$ cat src/rtl/rf_writeback_arbiter_if.sv
// Bundle of signals between the writeback arbiter and its neighbours:
// ALU result handshake, load issue/return, regfile write port and decode read operands.
interface rf_wb_if #(
   parameter int XLEN = 32,
   parameter int AW   = 5
) ();
   logic            i_alu_valid;
   logic [AW-1:0]   i_alu_rd;
   logic [XLEN-1:0] i_alu_data;
   logic            o_alu_ready;

   logic            i_ld_issue;
   logic [AW-1:0]   i_ld_issue_rd;
   logic            o_ld_issue_ready;

   logic            i_ld_valid;
   logic [AW-1:0]   i_ld_rd;
   logic [XLEN-1:0] i_ld_data;
   logic            o_ld_err;

   logic            o_w_ena;
   logic [AW-1:0]   o_w_addr;
   logic [XLEN-1:0] o_w_data;

   logic [AW-1:0]   i_a_addr;
   logic [AW-1:0]   i_b_addr;
   logic [XLEN-1:0] i_rf_a_data;
   logic [XLEN-1:0] i_rf_b_data;
   logic [XLEN-1:0] o_a_data;
   logic [XLEN-1:0] o_b_data;
   logic            o_a_hazard;
   logic            o_b_hazard;
   logic [AW:0]     o_pending_cnt;

   // Pipeline side: drives requests, operand addresses and regfile read data.
   modport master (
      output i_alu_valid, i_alu_rd, i_alu_data,
      output i_ld_issue, i_ld_issue_rd,
      output i_ld_valid, i_ld_rd, i_ld_data,
      output i_a_addr, i_b_addr, i_rf_a_data, i_rf_b_data,
      input  o_alu_ready, o_ld_issue_ready, o_ld_err,
      input  o_w_ena, o_w_addr, o_w_data,
      input  o_a_data, o_b_data, o_a_hazard, o_b_hazard, o_pending_cnt
   );

   // Arbiter side.
   modport slave (
      input  i_alu_valid, i_alu_rd, i_alu_data,
      input  i_ld_issue, i_ld_issue_rd,
      input  i_ld_valid, i_ld_rd, i_ld_data,
      input  i_a_addr, i_b_addr, i_rf_a_data, i_rf_b_data,
      output o_alu_ready, o_ld_issue_ready, o_ld_err,
      output o_w_ena, o_w_addr, o_w_data,
      output o_a_data, o_b_data, o_a_hazard, o_b_hazard, o_pending_cnt
   );
endinterface

$ cat src/rtl/rf_writeback_arbiter.sv
// Writeback arbiter: merges ALU results and out-of-order load returns onto the
// single regfile write port, tracks outstanding loads per register and forwards
// the in-flight write to both decode operands.
module rf_writeback_arbiter #(
   parameter int XLEN  = 32,
   parameter int NREGS = 32,
   parameter int AW    = 5
) (
   input  logic    i_clk,
   input  logic    i_reset,
   rf_wb_if.slave  bus
);

   logic            wb_valid;
   logic [AW-1:0]   wb_addr;
   logic [XLEN-1:0] wb_data;
   logic [NREGS-1:0] scoreboard;
   logic            ld_err;

   logic ld_accept;
   logic ld_bad;
   logic alu_ready;
   logic alu_fire;
   logic issue_ready;
   logic issue_set;
   logic [AW:0] pending_cnt;

   // Request decode against the registered scoreboard.
   // An issue to the rd whose load is returning this same cycle is allowed:
   // the return frees the entry and the new load immediately re-claims it.
   always_comb begin
      ld_accept   = bus.i_ld_valid && (bus.i_ld_rd != '0) && scoreboard[bus.i_ld_rd];
      ld_bad      = bus.i_ld_valid && (bus.i_ld_rd != '0) && !scoreboard[bus.i_ld_rd];
      alu_ready   = !bus.i_ld_valid && !((bus.i_alu_rd != '0) && scoreboard[bus.i_alu_rd]);
      alu_fire    = bus.i_alu_valid && alu_ready;
      issue_ready = (bus.i_ld_issue_rd == '0) || !scoreboard[bus.i_ld_issue_rd] ||
                    (ld_accept && (bus.i_ld_rd == bus.i_ld_issue_rd));
      issue_set   = bus.i_ld_issue && (bus.i_ld_issue_rd != '0) && issue_ready;
   end

   // Write-stage register; loads win over ALU results, address/data hold when idle.
   always_ff @(posedge i_clk) begin
      if (i_reset) begin
         wb_valid <= 1'b0;
         wb_addr  <= '0;
         wb_data  <= '0;
         ld_err   <= 1'b0;
      end else begin
         ld_err <= ld_bad;
         if (ld_accept) begin
            wb_valid <= 1'b1;
            wb_addr  <= bus.i_ld_rd;
            wb_data  <= bus.i_ld_data;
         end else if (alu_fire) begin
            wb_valid <= 1'b1;
            wb_addr  <= bus.i_alu_rd;
            wb_data  <= bus.i_alu_data;
         end else begin
            wb_valid <= 1'b0;
         end
      end
   end

   // Load-pending scoreboard; a new issue overrides a same-cycle clear.
   always_ff @(posedge i_clk) begin
      if (i_reset) begin
         scoreboard <= '0;
      end else begin
         for (int i = 0; i < NREGS; i++) begin
            if (issue_set && (bus.i_ld_issue_rd == AW'(i)))
               scoreboard[i] <= 1'b1;
            else if (ld_accept && (bus.i_ld_rd == AW'(i)))
               scoreboard[i] <= 1'b0;
         end
      end
   end

   // Population count of outstanding loads.
   always_comb begin
      pending_cnt = '0;
      for (int i = 0; i < NREGS; i++)
         pending_cnt = pending_cnt + (AW+1)'(scoreboard[i]);
   end

   // Outputs: regfile write port, handshakes, forwarding and hazards.
   always_comb begin
      bus.o_alu_ready      = alu_ready;
      bus.o_ld_issue_ready = issue_ready;
      bus.o_ld_err         = ld_err;
      bus.o_w_ena          = wb_valid && (wb_addr != '0);
      bus.o_w_addr         = wb_addr;
      bus.o_w_data         = wb_data;
      bus.o_pending_cnt    = pending_cnt;

      if (bus.i_a_addr == '0)
         bus.o_a_data = '0;
      else if (wb_valid && (wb_addr == bus.i_a_addr))
         bus.o_a_data = wb_data;
      else
         bus.o_a_data = bus.i_rf_a_data;

      if (bus.i_b_addr == '0)
         bus.o_b_data = '0;
      else if (wb_valid && (wb_addr == bus.i_b_addr))
         bus.o_b_data = wb_data;
      else
         bus.o_b_data = bus.i_rf_b_data;

      bus.o_a_hazard = (bus.i_a_addr != '0) && scoreboard[bus.i_a_addr];
      bus.o_b_hazard = (bus.i_b_addr != '0) && scoreboard[bus.i_b_addr];
   end

endmodule

$ cat src/flat_wrapper.sv
// flat-port wrapper written by rule: the top's interface ports become plain ports
module rf_writeback_arbiter_flat 
#(
   parameter int XLEN  = 32,
   parameter int NREGS = 32,
   parameter int AW    = 5
)
  (i_clk, i_reset, bus_i_alu_valid, bus_i_alu_rd, bus_i_alu_data, bus_i_ld_issue, bus_i_ld_issue_rd, bus_i_ld_valid, bus_i_ld_rd, bus_i_ld_data, bus_i_a_addr, bus_i_b_addr, bus_i_rf_a_data, bus_i_rf_b_data, bus_o_alu_ready, bus_o_ld_issue_ready, bus_o_ld_err, bus_o_w_ena, bus_o_w_addr, bus_o_w_data, bus_o_a_data, bus_o_b_data, bus_o_a_hazard, bus_o_b_hazard, bus_o_pending_cnt);
  rf_wb_if #(.XLEN(XLEN), .AW(AW)) bus_i ();
  input  logic i_clk;
  input  logic i_reset;
  input wire logic [$bits(bus_i.i_alu_valid)-1:0] bus_i_alu_valid;
  input wire logic [$bits(bus_i.i_alu_rd)-1:0] bus_i_alu_rd;
  input wire logic [$bits(bus_i.i_alu_data)-1:0] bus_i_alu_data;
  input wire logic [$bits(bus_i.i_ld_issue)-1:0] bus_i_ld_issue;
  input wire logic [$bits(bus_i.i_ld_issue_rd)-1:0] bus_i_ld_issue_rd;
  input wire logic [$bits(bus_i.i_ld_valid)-1:0] bus_i_ld_valid;
  input wire logic [$bits(bus_i.i_ld_rd)-1:0] bus_i_ld_rd;
  input wire logic [$bits(bus_i.i_ld_data)-1:0] bus_i_ld_data;
  input wire logic [$bits(bus_i.i_a_addr)-1:0] bus_i_a_addr;
  input wire logic [$bits(bus_i.i_b_addr)-1:0] bus_i_b_addr;
  input wire logic [$bits(bus_i.i_rf_a_data)-1:0] bus_i_rf_a_data;
  input wire logic [$bits(bus_i.i_rf_b_data)-1:0] bus_i_rf_b_data;
  output wire logic [$bits(bus_i.o_alu_ready)-1:0] bus_o_alu_ready;
  output wire logic [$bits(bus_i.o_ld_issue_ready)-1:0] bus_o_ld_issue_ready;
  output wire logic [$bits(bus_i.o_ld_err)-1:0] bus_o_ld_err;
  output wire logic [$bits(bus_i.o_w_ena)-1:0] bus_o_w_ena;
  output wire logic [$bits(bus_i.o_w_addr)-1:0] bus_o_w_addr;
  output wire logic [$bits(bus_i.o_w_data)-1:0] bus_o_w_data;
  output wire logic [$bits(bus_i.o_a_data)-1:0] bus_o_a_data;
  output wire logic [$bits(bus_i.o_b_data)-1:0] bus_o_b_data;
  output wire logic [$bits(bus_i.o_a_hazard)-1:0] bus_o_a_hazard;
  output wire logic [$bits(bus_i.o_b_hazard)-1:0] bus_o_b_hazard;
  output wire logic [$bits(bus_i.o_pending_cnt)-1:0] bus_o_pending_cnt;
  assign bus_i.i_alu_valid = bus_i_alu_valid;
  assign bus_i.i_alu_rd = bus_i_alu_rd;
  assign bus_i.i_alu_data = bus_i_alu_data;
  assign bus_i.i_ld_issue = bus_i_ld_issue;
  assign bus_i.i_ld_issue_rd = bus_i_ld_issue_rd;
  assign bus_i.i_ld_valid = bus_i_ld_valid;
  assign bus_i.i_ld_rd = bus_i_ld_rd;
  assign bus_i.i_ld_data = bus_i_ld_data;
  assign bus_i.i_a_addr = bus_i_a_addr;
  assign bus_i.i_b_addr = bus_i_b_addr;
  assign bus_i.i_rf_a_data = bus_i_rf_a_data;
  assign bus_i.i_rf_b_data = bus_i_rf_b_data;
  assign bus_o_alu_ready = bus_i.o_alu_ready;
  assign bus_o_ld_issue_ready = bus_i.o_ld_issue_ready;
  assign bus_o_ld_err = bus_i.o_ld_err;
  assign bus_o_w_ena = bus_i.o_w_ena;
  assign bus_o_w_addr = bus_i.o_w_addr;
  assign bus_o_w_data = bus_i.o_w_data;
  assign bus_o_a_data = bus_i.o_a_data;
  assign bus_o_b_data = bus_i.o_b_data;
  assign bus_o_a_hazard = bus_i.o_a_hazard;
  assign bus_o_b_hazard = bus_i.o_b_hazard;
  assign bus_o_pending_cnt = bus_i.o_pending_cnt;
  rf_writeback_arbiter #(.XLEN(XLEN), .NREGS(NREGS), .AW(AW)) u_core (.i_clk(i_clk), .i_reset(i_reset), .bus(bus_i));
endmodule
$ cat config.mk
export PLATFORM = sky130hd
export DESIGN_NAME = rf_writeback_arbiter_flat
export DESIGN_NICKNAME = d
export VERILOG_FILES = /design/src/rtl/rf_writeback_arbiter_if.sv /design/src/rtl/rf_writeback_arbiter.sv /design/src/flat_wrapper.sv
export SDC_FILE = /design/constraint.sdc
export NUM_CORES = 1
export LEC_CHECK = 0
export ABC_AREA = 1
export BUFFER_PORTS_ARGS = -buffer_cell sky130_fd_sc_hd__buf_2
export CAP_MARGIN = 20
export CORE_ASPECT_RATIO = 1.25
export CORE_MARGIN = 1.5
export CORE_UTILIZATION = 46
export DETAILED_ROUTE_END_ITERATION = 8
export PLACE_DENSITY_LB_ADDON = 0.12
export SYNTH_ARGS = -nofsm -noshare
export SYNTH_HDL_FRONTEND = slang
export SYNTH_SLANG_ARGS = --single-unit
$ cat constraint.sdc
create_clock -name i_clk -period 7.27 [get_ports i_clk]
set_clock_uncertainty 0.1 [all_clocks]
set_input_delay 2.181 -clock i_clk [delete_from_list [all_inputs] [get_ports i_clk]]
set_output_delay 2.181 -clock i_clk [all_outputs]
set_load 0.02 [all_outputs]
; Yosys cells after proc, flatten, opt, wreduce, memory -nomap -nowiden
; Index checks and enable logic that the tools add are counted.
[word_totals]
inputBits = 158
out_inout_bits = 113
wordCells = 348
reg_bits = 71
[op_classes]
eq_ne = 65
n_lt_le_gt_ge = 5
reduce_logical = 127
n_mux = 84
n_addsub = 31
[op_table]
columns = op, n
row1 = 2-to-1 mux 32 bit, 6
row2 = adder 6 x 1 -> 6 bit, 30
row3 = == test 5 bit (second input constant), 32
row4 = == test 5 x 4 -> 1 bit (second input constant), 16
row5 = logical AND 1 bit, 78
row6 = 2-to-1 mux 1 bit, 71
row7 = nonzero test 2 bit, 33
row8 = == test 5 x 3 -> 1 bit (second input constant), 8
row9 = less-than comparator 5 x 6 -> 1 bit (second input constant), 5
row10 = nonzero test 5 bit, 6
row11 = binary-select mux 1 bit (select 5 bit), 5
row12 = == test 5 x 2 -> 1 bit (second input constant), 4
row13 = logical NOT 5 bit, 4
row14 = == test 5 bit, 3
row15 = == test 5 x 1 -> 1 bit (second input constant), 2
row16 = 2-to-1 mux 5 bit, 2
row17 = logical NOT 1 bit, 4
row18 = adder 1 x 1 -> 2 bit, 1
row19 = logical OR 1 bit, 2

; Longest topological paths before layout
[depth]
depth_word = 31
mapped_depth = 19
ltp_nobuf = 19

; Worst setup path before layout
; OpenSTA, ideal clock, no wires.
[synth_timing]
kind = reg2out
start = reg u_core.scoreboard[0]
end = out bus_o_pending_cnt[4]
arrival_time_ps = 4853
required_ps = 4989
path_stages_with_launch = 16
n_path_buf = 0
path_slack_ps = 136
cell_sequence = dfxtp_1 -> ha_1 -> inv_1 -> fa_1 -> fa_1 -> fa_1 -> fa_1 -> fa_1 -> fa_1 -> inv_1 -> fa_1 -> fa_1 -> a21oi_1 -> nor2_1 -> nor2_1 -> xnor2_1
[synth_between]
elab_chain_cells = 31
[synth_lines]
columns = element, line_no
row1 = start: declaration, rf_writeback_arbiter.sv:17  ; logic [NREGS-1:0] scoreboard;
row2 = start signal: assignment, rf_writeback_arbiter.sv:67  ; scoreboard <= '0;
row3 = start signal: indexed assignment, rf_writeback_arbiter.sv:71  ; scoreboard[i] <= 1'b1;
row4 = start signal: indexed assignment, rf_writeback_arbiter.sv:73  ; scoreboard[i] <= 1'b0;
row5 = adder 1 x 1 -> 2 bit, rf_writeback_arbiter.sv:82  ; pending_cnt = pending_cnt + (AW+1)'(scoreboard[i]);
row6 = adder 6 x 1 -> 6 bit (30 in series), rf_writeback_arbiter.sv:82
row7 = end: declaration, flat_wrapper.sv:34  ; output wire logic [$bits(bus_i.o_pending_cnt)-1:0] bus_o_pending_cnt;
; No other way between the ends.

; Final worst setup path
; Same ends and word-level chain as after synthesis.

==> run_results.csv <==
group,metric,value,unit
floorplan,core_area,15500,µm²
critical_path,crit_type,"reg -> out",
flow_run,maxCapViolations,0,
clock_tree,clk_pin_slew,60,ps
timing,post-route-period-util,1.02,
status,status,"finished, violations left",
final_layout,area_delta_synth_final,26.1,%
synth,yosysTopAreaCellShare,0.196,
detailed_routing,dr.pass1.iters,8,
critical_path,cp_common_cell,"fa_1",
placed_design,place_hpwl,24.8,mm
pwr,peakVddDrop,0.119,mV
timing,fmax,0.135,GHz
pwr,total_power,1.36,mW
synth,synthCells,1257,
placed_design,dpl_cell_area,8730,µm²
floorplan,die_h,143,µm
critical_path,critPathRequiredTime,4990,ps
critical_path,cpPeakStageDelay,520,ps
global_routing,grt_max_degree,67,
hold_path,hold_class,"reg -> reg",
critical_path,cp_top_family,"adder cells",
detailed_routing,wl_per_cell,19.5,µm
status,violations,"setup timing",
timing,setup_tns,-216,ps
synth,avgSynthCellArea,5.77,µm²
timing,tightest_slew,992,ps
global_routing,grt_pass1_vias,8175,
timing,timing_hold_violations_final,0,
synth,yosysSeqAreaShare,0.196,
clock_tree,cts_tree,"built",
critical_path,cp_slowest_cell,"fa_1",
detailed_routing,wl,33.3,mm
synth,synth_cell_types,40,
final_layout,layout.cells.non_filler,1712,
global_routing,antenna_found_initial,1,
timing,timing.final.crit_period,7400,ps
timing,slew_viol_final,0,
synth,ys_seq_elements,71,
synth,netlist_top_cells_area,"dfxtp_1, nand2_1, a21oi_1, o21ai_0, inv_1",
detailed_routing,ant_nets,0,
floorplan,fp-row-count,51,
clock_tree,htreeDepth,3,
placed_design,gp_congestion,1.16,
floorplan,die_x,115,µm
final_layout,fin_nets,1684,
global_routing,grt_first_pass_wirelength,47.7,mm
final_layout,final_common_cell,"nand2_1",
critical_path,arrival,5120,ps
placed_design,port_buffers,270,
clock_tree,clock_latency,340,ps
detailed_routing,vias_per_cell,5.58,
floorplan,die_area,16500,µm²
critical_path,worst_setup_path_end_kind,"primary output",
global_routing,overflow,0,
floorplan,io_pins,271,
clock_tree,root_buffer,"clkbuf_16",
synth,syn_nets,1447,
final_layout,drive_above_1_share,0.237,
critical_path,crit_buf_inv,3,
pwr,p_per_area,148,nW/µm²
critical_path,critPathMaxFanout,2,
final_layout,nFillCells,1657,
clock_tree,cts_sinks,71,
global_routing,grt_usage,0.388,
timing,setup_viol,2,
final_layout,design_area,9150,µm²
synth,yosysTopAreaCell,"dfxtp_1",
synth,yosys_warnings,0,
synth,syn-cell-area,7260,µm²
floorplan,initial_core_util,0.468,
critical_path,critPathLaunchType,"register",
timing,layout_setup_ws,-131,ps
timing,rsz0062_at_grt,"true",
pwr,p_leak,4.84,nW
final_layout,final_cell_mix,"nand2_1, buf_2, inv_1",
detailed_routing,drtIter0Drc,1021,
placed_design,dp_cells,1692,
final_layout,final_util,0.590,
clock_tree,cts_max_path_buffers,2,
detailed_routing,num_vias,9555,
clock_tree,cts_buffers,9,
detailed_routing,drc,0,
timing,relSlewSlack,0.338,
critical_path,crit_path_cell_trace,"ha_4 > inv_2 > fa_1 > fa_1 > fa_1 > fa_1 > fa_1 > fa_1 > inv_1 > fa_2 > fa_2 > a21oi_2 > nor2_1 > nor2_1 > xnor2_1 > buf_4",
per-layer routing:
layer | up-vias | global-route usage | share of wire
met1 | 4295 | 0.461 | 0.37
met4 | 0 | 0.248 | 0.080
met5 | - | 0 | 0
met2 | 564 | 0.643 | 0.46
li1 | 4541 | - | -
met3 | 155 | 0.0650 | 0.091
power breakdown:
part           leakage, nW  switching (mW)  internal, mW
clock                0.160           0.173         0.319
sequential           0.583          0.0247         0.413
combinational         4.09           0.284         0.143
total                 4.84           0.482         0.875
worst register-to-register path, cell delays in order (launching register included):
cell and delay [ps]:
dfxtp_1 500, inv_1 200, nor2_1 130, nor2_1 50
nand2_1 150, a21oi_1 90, nand2_1 200, nand3_4 620
inv_2 810, nand2_1 120, nand2_1 140, nor2_1 60
nor2_1 110
synth_stat cells:
cell and count:
nor3_1 14, clkinv_1 2, o22ai_1 6, nand3_1 87, xnor2_1 1, o21ai_0 137
nand2_2 3, a211oi_1 4, buf_4 12, a31oi_1 3, o211ai_1 9, inv_2 7
o21a_1 1, ha_1 8, a22oi_1 1, a221oi_1 4, a21oi_1 142, fa_1 24
o211a_1 1, buf_2 15, nor2_1 141, o311ai_0 1, inv_1 158, nor2_2 4
xor2_1 4, and3_1 1, inv_4 2, o221ai_1 1, dfxtp_1 71, buf_1 2
buf_6 5, nand3_4 1, o21bai_1 2, clkbuf_1 46, nand3b_1 32, o21ai_1 7
nor2_4 1, nand4_1 8, nand2_1 288, nor4_1 1
flip-flops by register name (all words and copies together), names as in the netlist:
| register | count |
|---|---|
| u_core.scoreboard | 32 |
| u_core.bus.o_w_data | 32 |
| u_core.bus.o_ld_err | 1 |
| u_core.wb_valid | 1 |
| u_core.bus.o_w_addr | 5 |
cells by family (layout without fill, tap and decap cells):
| logic type | count (synthesis) | in the layout | synth area share |
|---|---|---|---|
| xor+xnor | 5 | 5 | 0.00604 |
| buf+inv | 249 | 491 | 0.143 |
| fa+ha+maj | 32 | 32 | 0.0800 |
| other cells | 0 | 1 | 0 |
| flops | 71 | 71 | 0.196 |
| compound gates | 319 | 319 | 0.231 |
| simple gates | 581 | 581 | 0.343 |
layout make-up:
class                           count  area (µm²)  share of cell area
Antenna cell                        1        2.50            0.000273
Clock buffer                       13         260              0.0284
Clock inverter                      3        65.1             0.00711
Inverter                          169         639              0.0699
Multi-Input combinational cell    937        4850               0.530
Sequential cell                    71        1430               0.156
Tap cell                          212         265              0.0290
Timing Repair Buffer              306        1640               0.180
stage by stage:
step                hold WS, ps  worst slack, ps
floorplan                   367              136
global placement            382             27.6
detailed placement          387            -50.3
CTS                         407             -225
global route                431             -295
finish                      422             -131
path summary, 6_finish.rpt:
check	cells past startpoint	slack [ps]	from	endpoint
min	2	420	u_core.scoreboard[31]$_SDFFE_PP0P_	u_core.scoreboard[31]$_SDFFE_PP0P_
max reg2reg	12	3930	u_core.scoreboard[11]$_SDFFE_PP0P_	u_core.bus.o_w_data[8]$_SDFFE_PP0P_
max	16	-130	u_core.scoreboard[0]$_SDFFE_PP0P_	bus_o_pending_cnt[4]
min reg2reg	2	420	u_core.scoreboard[31]$_SDFFE_PP0P_	u_core.scoreboard[31]$_SDFFE_PP0P_
repair_timing:
item	4_1_cts	5_1_grt
pin swaps	0	6
setup endpoints to repair	4	5
hold buffers	0	0
setup buffers	1	1
gates resized for setup	9	10
No activity file was read; power rests on OpenSTA's default activity.
